`src/rtl/uart_rx_oversampled.sv`:
```
// UART receiver fed by a 16x oversampling tick: synchronizes rx, finds the start
// bit, samples each bit at its centre and strobes rx_done with frame_error per frame.
module uart_rx_oversampled #(
  parameter int unsigned DATA_BITS  = 8,
  parameter int unsigned OVERSAMPLE = 16
) (
  input  logic                 clk,
  input  logic                 reset,
  input  logic                 uart_tick,
  input  logic                 rx,
  output logic [DATA_BITS-1:0] rx_data,
  output logic                 rx_done,
  output logic                 frame_error,
  output logic                 rx_busy
);

  localparam int unsigned SW = (OVERSAMPLE > 2) ? $clog2(OVERSAMPLE) : 1;
  localparam int unsigned NW = (DATA_BITS > 2) ? $clog2(DATA_BITS) : 1;

  localparam logic [SW-1:0] S_MID  = SW'(OVERSAMPLE / 2 - 1);
  localparam logic [SW-1:0] S_LAST = SW'(OVERSAMPLE - 1);
  localparam logic [NW-1:0] N_LAST = NW'(DATA_BITS - 1);

  typedef enum logic [1:0] {
    ST_IDLE,
    ST_START,
    ST_DATA,
    ST_STOP
  } state_e;

  state_e               state_q;
  logic                 rx_meta_q;
  logic                 rx_s_q;
  logic [SW-1:0]        s_q;
  logic [NW-1:0]        n_q;
  logic [DATA_BITS-1:0] shreg_q;
  logic [DATA_BITS-1:0] rx_data_q;
  logic                 rx_done_q;
  logic                 frame_error_q;
  logic                 rx_busy_q;

  // Two-flop synchronizer; idles high so reset never looks like a start bit.
  always_ff @(posedge clk) begin
    if (reset) begin
      rx_meta_q <= 1'b1;
      rx_s_q    <= 1'b1;
    end else begin
      rx_meta_q <= rx;
      rx_s_q    <= rx_meta_q;
    end
  end

  always_ff @(posedge clk) begin
    if (reset) begin
      state_q       <= ST_IDLE;
      s_q           <= '0;
      n_q           <= '0;
      shreg_q       <= '0;
      rx_data_q     <= '0;
      rx_done_q     <= 1'b0;
      frame_error_q <= 1'b0;
      rx_busy_q     <= 1'b0;
    end else begin
      rx_done_q <= 1'b0;
      unique case (state_q)
        ST_IDLE: begin
          if (!rx_s_q) begin
            state_q   <= ST_START;
            s_q       <= '0;
            rx_busy_q <= 1'b1;
          end
        end
        // Half a bit in: confirm the start bit is still low, else treat as glitch.
        ST_START: begin
          if (uart_tick) begin
            if (s_q == S_MID) begin
              if (!rx_s_q) begin
                state_q <= ST_DATA;
                s_q     <= '0;
                n_q     <= '0;
              end else begin
                state_q   <= ST_IDLE;
                rx_busy_q <= 1'b0;
              end
            end else begin
              s_q <= s_q + SW'(1);
            end
          end
        end
        ST_DATA: begin
          if (uart_tick) begin
            if (s_q == S_LAST) begin
              s_q     <= '0;
              shreg_q <= {rx_s_q, shreg_q[DATA_BITS-1:1]};
              if (n_q == N_LAST) begin
                state_q <= ST_STOP;
              end else begin
                n_q <= n_q + NW'(1);
              end
            end else begin
              s_q <= s_q + SW'(1);
            end
          end
        end
        // Byte is delivered even with a low stop bit; frame_error marks it.
        ST_STOP: begin
          if (uart_tick) begin
            if (s_q == S_LAST) begin
              rx_data_q     <= shreg_q;
              frame_error_q <= ~rx_s_q;
              rx_done_q     <= 1'b1;
              rx_busy_q     <= 1'b0;
              state_q       <= ST_IDLE;
            end else begin
              s_q <= s_q + SW'(1);
            end
          end
        end
        default: begin
          state_q   <= ST_IDLE;
          rx_busy_q <= 1'b0;
        end
      endcase
    end
  end

  assign rx_data     = rx_data_q;
  assign rx_done     = rx_done_q;
  assign frame_error = frame_error_q;
  assign rx_busy     = rx_busy_q;

endmodule

```
`config.mk`:
```
export PLATFORM = sky130hd
export DESIGN_NAME = uart_rx_oversampled
export DESIGN_NICKNAME = d
export VERILOG_FILES = /design/src/rtl/uart_rx_oversampled.sv
export SDC_FILE = /design/constraint.sdc
export NUM_CORES = 1
export LEC_CHECK = 0
export ABC_AREA = 1
export ABC_CLOCK_PERIOD_IN_PS = 2650
export CORE_MARGIN = 1
export CORE_UTILIZATION = 30
export CTS_CLUSTER_DIAMETER = 80
export CTS_CLUSTER_SIZE = 8
export DETAILED_ROUTE_END_ITERATION = 10
export MAX_ROUTING_LAYER = met4
export PLACE_DENSITY = 0.58
export SLEW_MARGIN = 40
export SYNTH_ARGS = -nofsm -noshare
export SYNTH_HDL_FRONTEND = slang
export SYNTH_SLANG_ARGS = --single-unit
```
`constraint.sdc`:
```
create_clock -name clk -period 2.65 [get_ports clk]
set_input_delay 0.3975 -clock clk [delete_from_list [all_inputs] [get_ports clk]]
set_output_delay 0.3975 -clock clk [all_outputs]
set_load 0.01 [all_outputs]
```
* Word-level counts from Yosys, hierarchy flattened *
Index checks and enable logic that the tools add are counted.

cells by class
  bitwise gates (word level) = 3
  mux-type cells = 33
  reductions and logical operators = 10
  add/sub/neg operators = 2
  eq/ne operators = 18

operators with widths
  kind                                                              count
  4-bit 2-to-1 mux                                                  7
  2-bit inequality test (second input constant)                     12
  2-bit 2-to-1 mux                                                  9
  3-bit 2-to-1 mux                                                  6
  4-bit case mux with 4 select lines                                1
  7-bit AND reduction                                               2
  2-bit case mux with 4 select lines                                1
  8-bit AND reduction                                               1
  1-bit 2-to-1 mux                                                  7
  3-bit case mux with 2 select lines                                1
  3-bit AND reduction                                               2
  4-bit by 1-bit adder with 4-bit output (second input constant)    1
  2-bit == test (second input constant)                             2
  4-bit by 3-bit == test with 1-bit output (second input constant)  1
  4-bit == test (second input constant)                             1
  4-bit AND reduction                                               1
  3-bit by 1-bit adder with 3-bit output (second input constant)    1
  3-bit == test (second input constant)                             1
  1-bit NOT                                                         3
  1-bit case mux with 3 select lines                                1
  3-bit nonzero test                                                1
  3-bit OR reduction                                                1
  2-bit by 1-bit == test with 1-bit output (second input constant)  1
  2-bit logical NOT                                                 1
  2-bit nonzero test                                                1

word-level totals
  output and inout bits = 11
  bits of input ports = 4
  register bits after elaboration = 30
  word-level logic and storage cells = 76

* Longest topological paths before layout *
  depth in word-level cells = 5
  gate-level depth with buffers = 10
  gate-level depth less buffers = 10

* Worst setup path before layout *
OpenSTA, ideal clock, no wires.

  path kind = reg2reg
  start point = register s_q[0]
  end point = register with a tool-made name
  required time = 2,536 ps
  slack = 1,270 ps
  cell stages (with the launch flop) = 9
  buffers on the path = 0
  clock period less this slack = 1,380 ps
  arrival = 1,267 ps
  setup time = 114 ps
  cell sequence = dfxtp_1 -> ha_1 -> nand3_2 -> nand2_1 -> nand2_1 -> nor2_1 -> nand3_1 -> nand3_1 -> nand2_1

RTL lines
  element                 RTL line  text
  start, declared         34        logic [SW-1:0] s_q;
  start signal, assigned  86        s_q <= s_q + SW'(1);
  start signal, assigned  101       s_q <= s_q + SW'(1);
  start signal, assigned  115       s_q <= s_q + SW'(1);

* Worst setup path after layout *
  start point = register s_q[0]
  end point = register frame_error_q (netlist: frame_error)

between the ends
  longest elaborated chain between the ends = 2

ends and longest elaborated chain
  element                               RTL line  text
  4-bit == test                         108       if (s_q == S_LAST) begin
  3-bit AND reduction (no source line)  --
  end signal, assigned                  110       frame_error_q <= ~rx_s_q;
  end, declared                         39        logic frame_error_q;

Every way passes these cells.
A chain may end at the register's enable or synchronous reset.

==> results_tabular.tex <==
\begin{tabular}{lr}
\hline
Metric & Value \\
\hline
\multicolumn{2}{l}{\textbf{Synthesis}} \\
\quad Cell area after synthesis & roughly 1400 µm² \\
\quad Yosys top cell by area & sky130\_fd\_sc\_hd\_\_dfxtp\_1 \\
\quad Cell types with the highest counts after synthesis & sky130\_fd\_sc\_hd\_\_nand2\_1, sky130\_fd\_sc\_hd\_\_dfxtp\_1, sky130\_fd\_sc\_hd\_\_nor2\_1 \\
\quad Leading register cell type out of synthesis & sky130\_fd\_sc\_hd\_\_dfxtp\_1 \\
\quad Biggest area contributors in the synthesized netlist & sky130\_fd\_sc\_hd\_\_dfxtp\_1, sky130\_fd\_sc\_hd\_\_nand2\_1, sky130\_fd\_sc\_hd\_\_nor2\_1 \\
\quad Synthesized instance count & 189 \\
\quad Avg Synthesized Cell Area & 7.24 µm² \\
\quad Yosys warning total & 0 \\
\quad Post-synth ARST share & 0\% \\
\quad Most common cell in the synthesized netlist & sky130\_fd\_sc\_hd\_\_nand2\_1 \\
\quad Portion of synthesized cell area occupied by the leading cell type & 43.9\% \\
\quad Net Count, Synth & 196 \\
\quad Distinct cell type count after synthesis & 21 \\
\quad Register area share after synthesis & about 44\% \\
\quad Count of state elements after synthesis & 30 \\
\quad Number of flops mapped to enable cells by yosys & 0 \\
\multicolumn{2}{l}{\textbf{Clock tree}} \\
\quad Clk buf depth & 2 \\
\quad Post-cts resize count & 0 \\
\quad Clock-pin slew on the worst setup and hold paths & roughly 0.070 ns \\
\quad Number of buffers inserted during clock tree synthesis & 5 \\
\quad Number of levels the H-tree was split into & 2 \\
\quad Root Buffer & sky130\_fd\_sc\_hd\_\_clkbuf\_8 \\
\quad Worst-Skew Late Latency & 0.29 ns \\
\quad Clock sink total & 30 \\
\quad Hold\_buf cts & 0 \\
\quad Post-CTS setup repair buffer count & 0 \\
\quad TritonCTS clock tree & yes \\
\multicolumn{2}{l}{\textbf{STA}} \\
\quad Final total negative setup slack & 0 ns \\
\quad Fmax & 605 MHz \\
\quad Shortest period the worst path allows & 1.65 ns \\
\quad Final hold violation count & 0 \\
\quad Slew margin rel. & 60.9\% \\
\quad Unrepaired setup endpoints after global routing & false \\
\quad Maximum clock skew at final layout & 0.00305 ns \\
\quad Final-report setup violation count & 0 \\
\quad Share of the clock period used by the worst path & 62.4\% \\
\quad Final number of max-transition violations & 0 \\
\quad Slew of the pin with the lowest slew margin & 0.586 ns \\
\multicolumn{2}{l}{\textbf{Placement}} \\
\quad Last weighted congestion value of the routability-driven placer & 0.786 \\
\quad Post-place instance area & 1540 µm² \\
\quad Half-perimeter wire length after placement & around 1800 µm \\
\quad \# port buffers & 14 \\
\multicolumn{2}{l}{\textbf{Layout}} \\
\quad Cell area after layout & 1680 µm² \\
\quad Synthesis-to-finish area growth & 22.8\% \\
\quad Count of antenna diodes in the layout & 0 \\
\quad Fraction of final layout cells sized beyond drive strength 1 & 10.2\% \\
\quad Net count of the finished layout & 212 \\
\multicolumn{2}{l}{\textbf{Global route}} \\
\quad Global route overflow & 0 \\
\quad Wire length of the first global-routing pass & between 4000 and 5000 µm \\
\quad Largest net degree at the start of global routing & 25 \\
\quad Antenna violations before repair & 0 \\
\quad Overall track demand over capacity in global routing & 12.3\% \\
\quad Number of global-route vias before repair & 1064 \\
\multicolumn{2}{l}{\textbf{Hold path}} \\
\quad Hold Path Origin & rx\_meta\_q\$\_SDFF\_PP1\_ \\
\quad Number of cells on the worst hold path & 1 \\
\quad Type of the tightest min-delay check & reg2reg \\
\quad Sink of the worst hold path & rx\_s\_q\$\_SDFF\_PP1\_ \\
\multicolumn{2}{l}{\textbf{Setup path}} \\
\quad Largest incremental delay on the critical path & 0.39 ns \\
\quad Setup slack, reg-to-reg & 1.0 ns \\
\quad Maximum fanout count along the critical path & 19 \\
\quad Register-to-Register Path Depth & 6 \\
\quad Arrival time reported for the critical path endpoint & 1.82 ns \\
\quad Type of origin of the critical path & flip-flop \\
\quad Cell family with the largest share of critical-path delay & simple AND/OR/NAND/NOR gates \\
\quad CP Buf/Inv Count & 0 \\
\quad Reg-to-Reg Start & s\_q[0]\$\_SDFFE\_PP0P\_ \\
\quad Slowest-stage cell, CP & sky130\_fd\_sc\_hd\_\_dfxtp\_1 \\
\quad Cell chain of the critical path & ha\_1 -> nand3\_2 -> nor2\_4 -> nand2\_2 -> o21ai\_0 -> a21oi\_1 \\
\quad Type of the worst setup path & reg2reg \\
\quad End of the worst register-to-register path & frame\_error\$\_SDFFE\_PP0P\_ \\
\quad Kind of end point of the critical path & flip-flop \\
\quad Required time at the endpoint of the critical path & 2.82 ns \\
\multicolumn{2}{l}{\textbf{Floorplan}} \\
\quad Row cnt & 24 \\
\quad Die Width & 69.5 µm \\
\quad Effective utilization at floorplan & 31.2\% \\
\quad Die Y & just under 70 µm \\
\quad \# IOs & 15 \\
\quad Total die area & around 4800 µm² \\
\quad Standard cell core area & around 4400 µm² \\
\multicolumn{2}{l}{\textbf{Route}} \\
\quad Final Routed Wirelength & about 2600 µm \\
\quad First drt pass iteration count & 4 \\
\quad Count of routing violations after the opening detailed-route iteration & 45 \\
\quad Total number of vias & 1170 \\
\quad Residual DRC & 0 \\
\quad DR WL/cell & 10.1 µm \\
\quad Post-detailed-route via-to-cell ratio & 4.53 \\
\quad Count of nets left with antenna violations after detail routing & 0 \\
\multicolumn{2}{l}{\textbf{Run status}} \\
\quad Status & completed \\
\multicolumn{2}{l}{\textbf{Pwr}} \\
\quad Power density cells & 710 nW/µm² \\
\quad Maximum vdd drop & 0.364 mV \\
\quad Cell leakage power & approximately 0.72 nW \\
\multicolumn{2}{l}{\textbf{Job}} \\
\quad Number of violations of the max-capacitance limit & 0 \\
\hline
\end{tabular}
[cell families after synthesis]
family	count (synthesis)	share of synthesized area [%]
AO/OA/AOI/OAI	35	12.8
AND/OR/NAND/NOR	95	32.2
buffers and inverters	26	8.41
adder cells (fa/ha/maj)	3	2.74
flip-flops	30	43.9
[metrics by stage]
stage	util [%]	instances	power [W]	hold slack, ns	setup slack, ns
after floorplan	-	189	0.000589	0.389	1.27
after global placement	35.1	250	0.000618	0.403	0.760
after detailed placement	35.1	250	0.000617	0.401	0.737
after CTS	38.3	258	0.00121	0.417	0.960
after global routing	38.3	258	0.00125	0.437	0.802
final	38.3	258	0.00119	0.415	0.996
[flip-flops by register name, summed over array words and instances, names as in the netlist, named ones only]
signal,cells
frame_error,1
rx_data,8
state_q,1
s_q,4
rx_done,1
rx_s_q,1
shreg_q,8
rx_meta_q,1
n_q,3
rx_busy,1
[worst max-delay path by stage]
| stage | startpoint | to | depth (start not counted) |
|---|---|---|---|
| global placement | reset | rx_data[7]$_SDFFE_PP0P_ | 4 |
| global route | s_q[0]$_SDFFE_PP0P_ | frame_error$_SDFFE_PP0P_ | 6 |
| floorplan | s_q[0]$_SDFFE_PP0P_ | flip-flop | 8 |
| finish | s_q[0]$_SDFFE_PP0P_ | frame_error$_SDFFE_PP0P_ | 6 |
| detailed placement | reset | rx_data[2]$_SDFFE_PP0P_ | 4 |
| CTS | s_q[0]$_SDFFE_PP0P_ | rx_data[2]$_SDFFE_PP0P_ | 6 |
[power by group]
group | switching (W) | leakage [nW] | internal, W
combinational | 0.0000743 | 0.402 | 0.0000468
sequential | 0.0000185 | 0.243 | 0.000466
clock | 0.000186 | 0.0714 | 0.000401
total | 0.000278 | 0.716 | 0.000914
[cells in the final DEF, fill, tap and decap left out, types with 2 or more instances in the layout]
cell	netlist	layout
sky130_fd_sc_hd__clkbuf_8	1	6
sky130_fd_sc_hd__nor2_4	4	4
sky130_fd_sc_hd__nand2_1	41	41
sky130_fd_sc_hd__ha_1	3	3
sky130_fd_sc_hd__o21ai_0	18	18
sky130_fd_sc_hd__nor2_1	30	30
sky130_fd_sc_hd__a21oi_1	17	17
sky130_fd_sc_hd__nand2_2	2	2
sky130_fd_sc_hd__dfxtp_1	30	30
sky130_fd_sc_hd__nand4_1	2	2
sky130_fd_sc_hd__clkdlybuf4s50_1	0	14
sky130_fd_sc_hd__bufinv_16	0	2
sky130_fd_sc_hd__inv_1	20	20
sky130_fd_sc_hd__nand3_1	9	9
sky130_fd_sc_hd__or2_2	3	3
[cell type report]
class / count / area (µm²)
Inverter: 21 / 78.8
Timing Repair Buffer: 14 / 140
Tap cell: 52 / 65.1
Clock buffer: 6 / 82.6
Fill cell: 459 / 2700
Sequential cell: 30 / 601
Clock inverter: 2 / 60.1
Multi-Input combinational cell: 133 / 653
[per-layer routing]
| layer | wire length, µm | vias up | share of wire, % | track usage, % |
|---|---|---|---|---|
| met1 | 1300 | 514 | 50 | 14.7 |
| met5 | 0 | - | 0 | - |
| li1 | - | 633 | - | - |
| met3 | 116 | 7 | 4.4 | 4.94 |
| met4 | 53 | 0 | 2.0 | 5.44 |
| met2 | 1140 | 16 | 44 | 18.2 |
No activity file was read; power rests on OpenSTA's default activity.
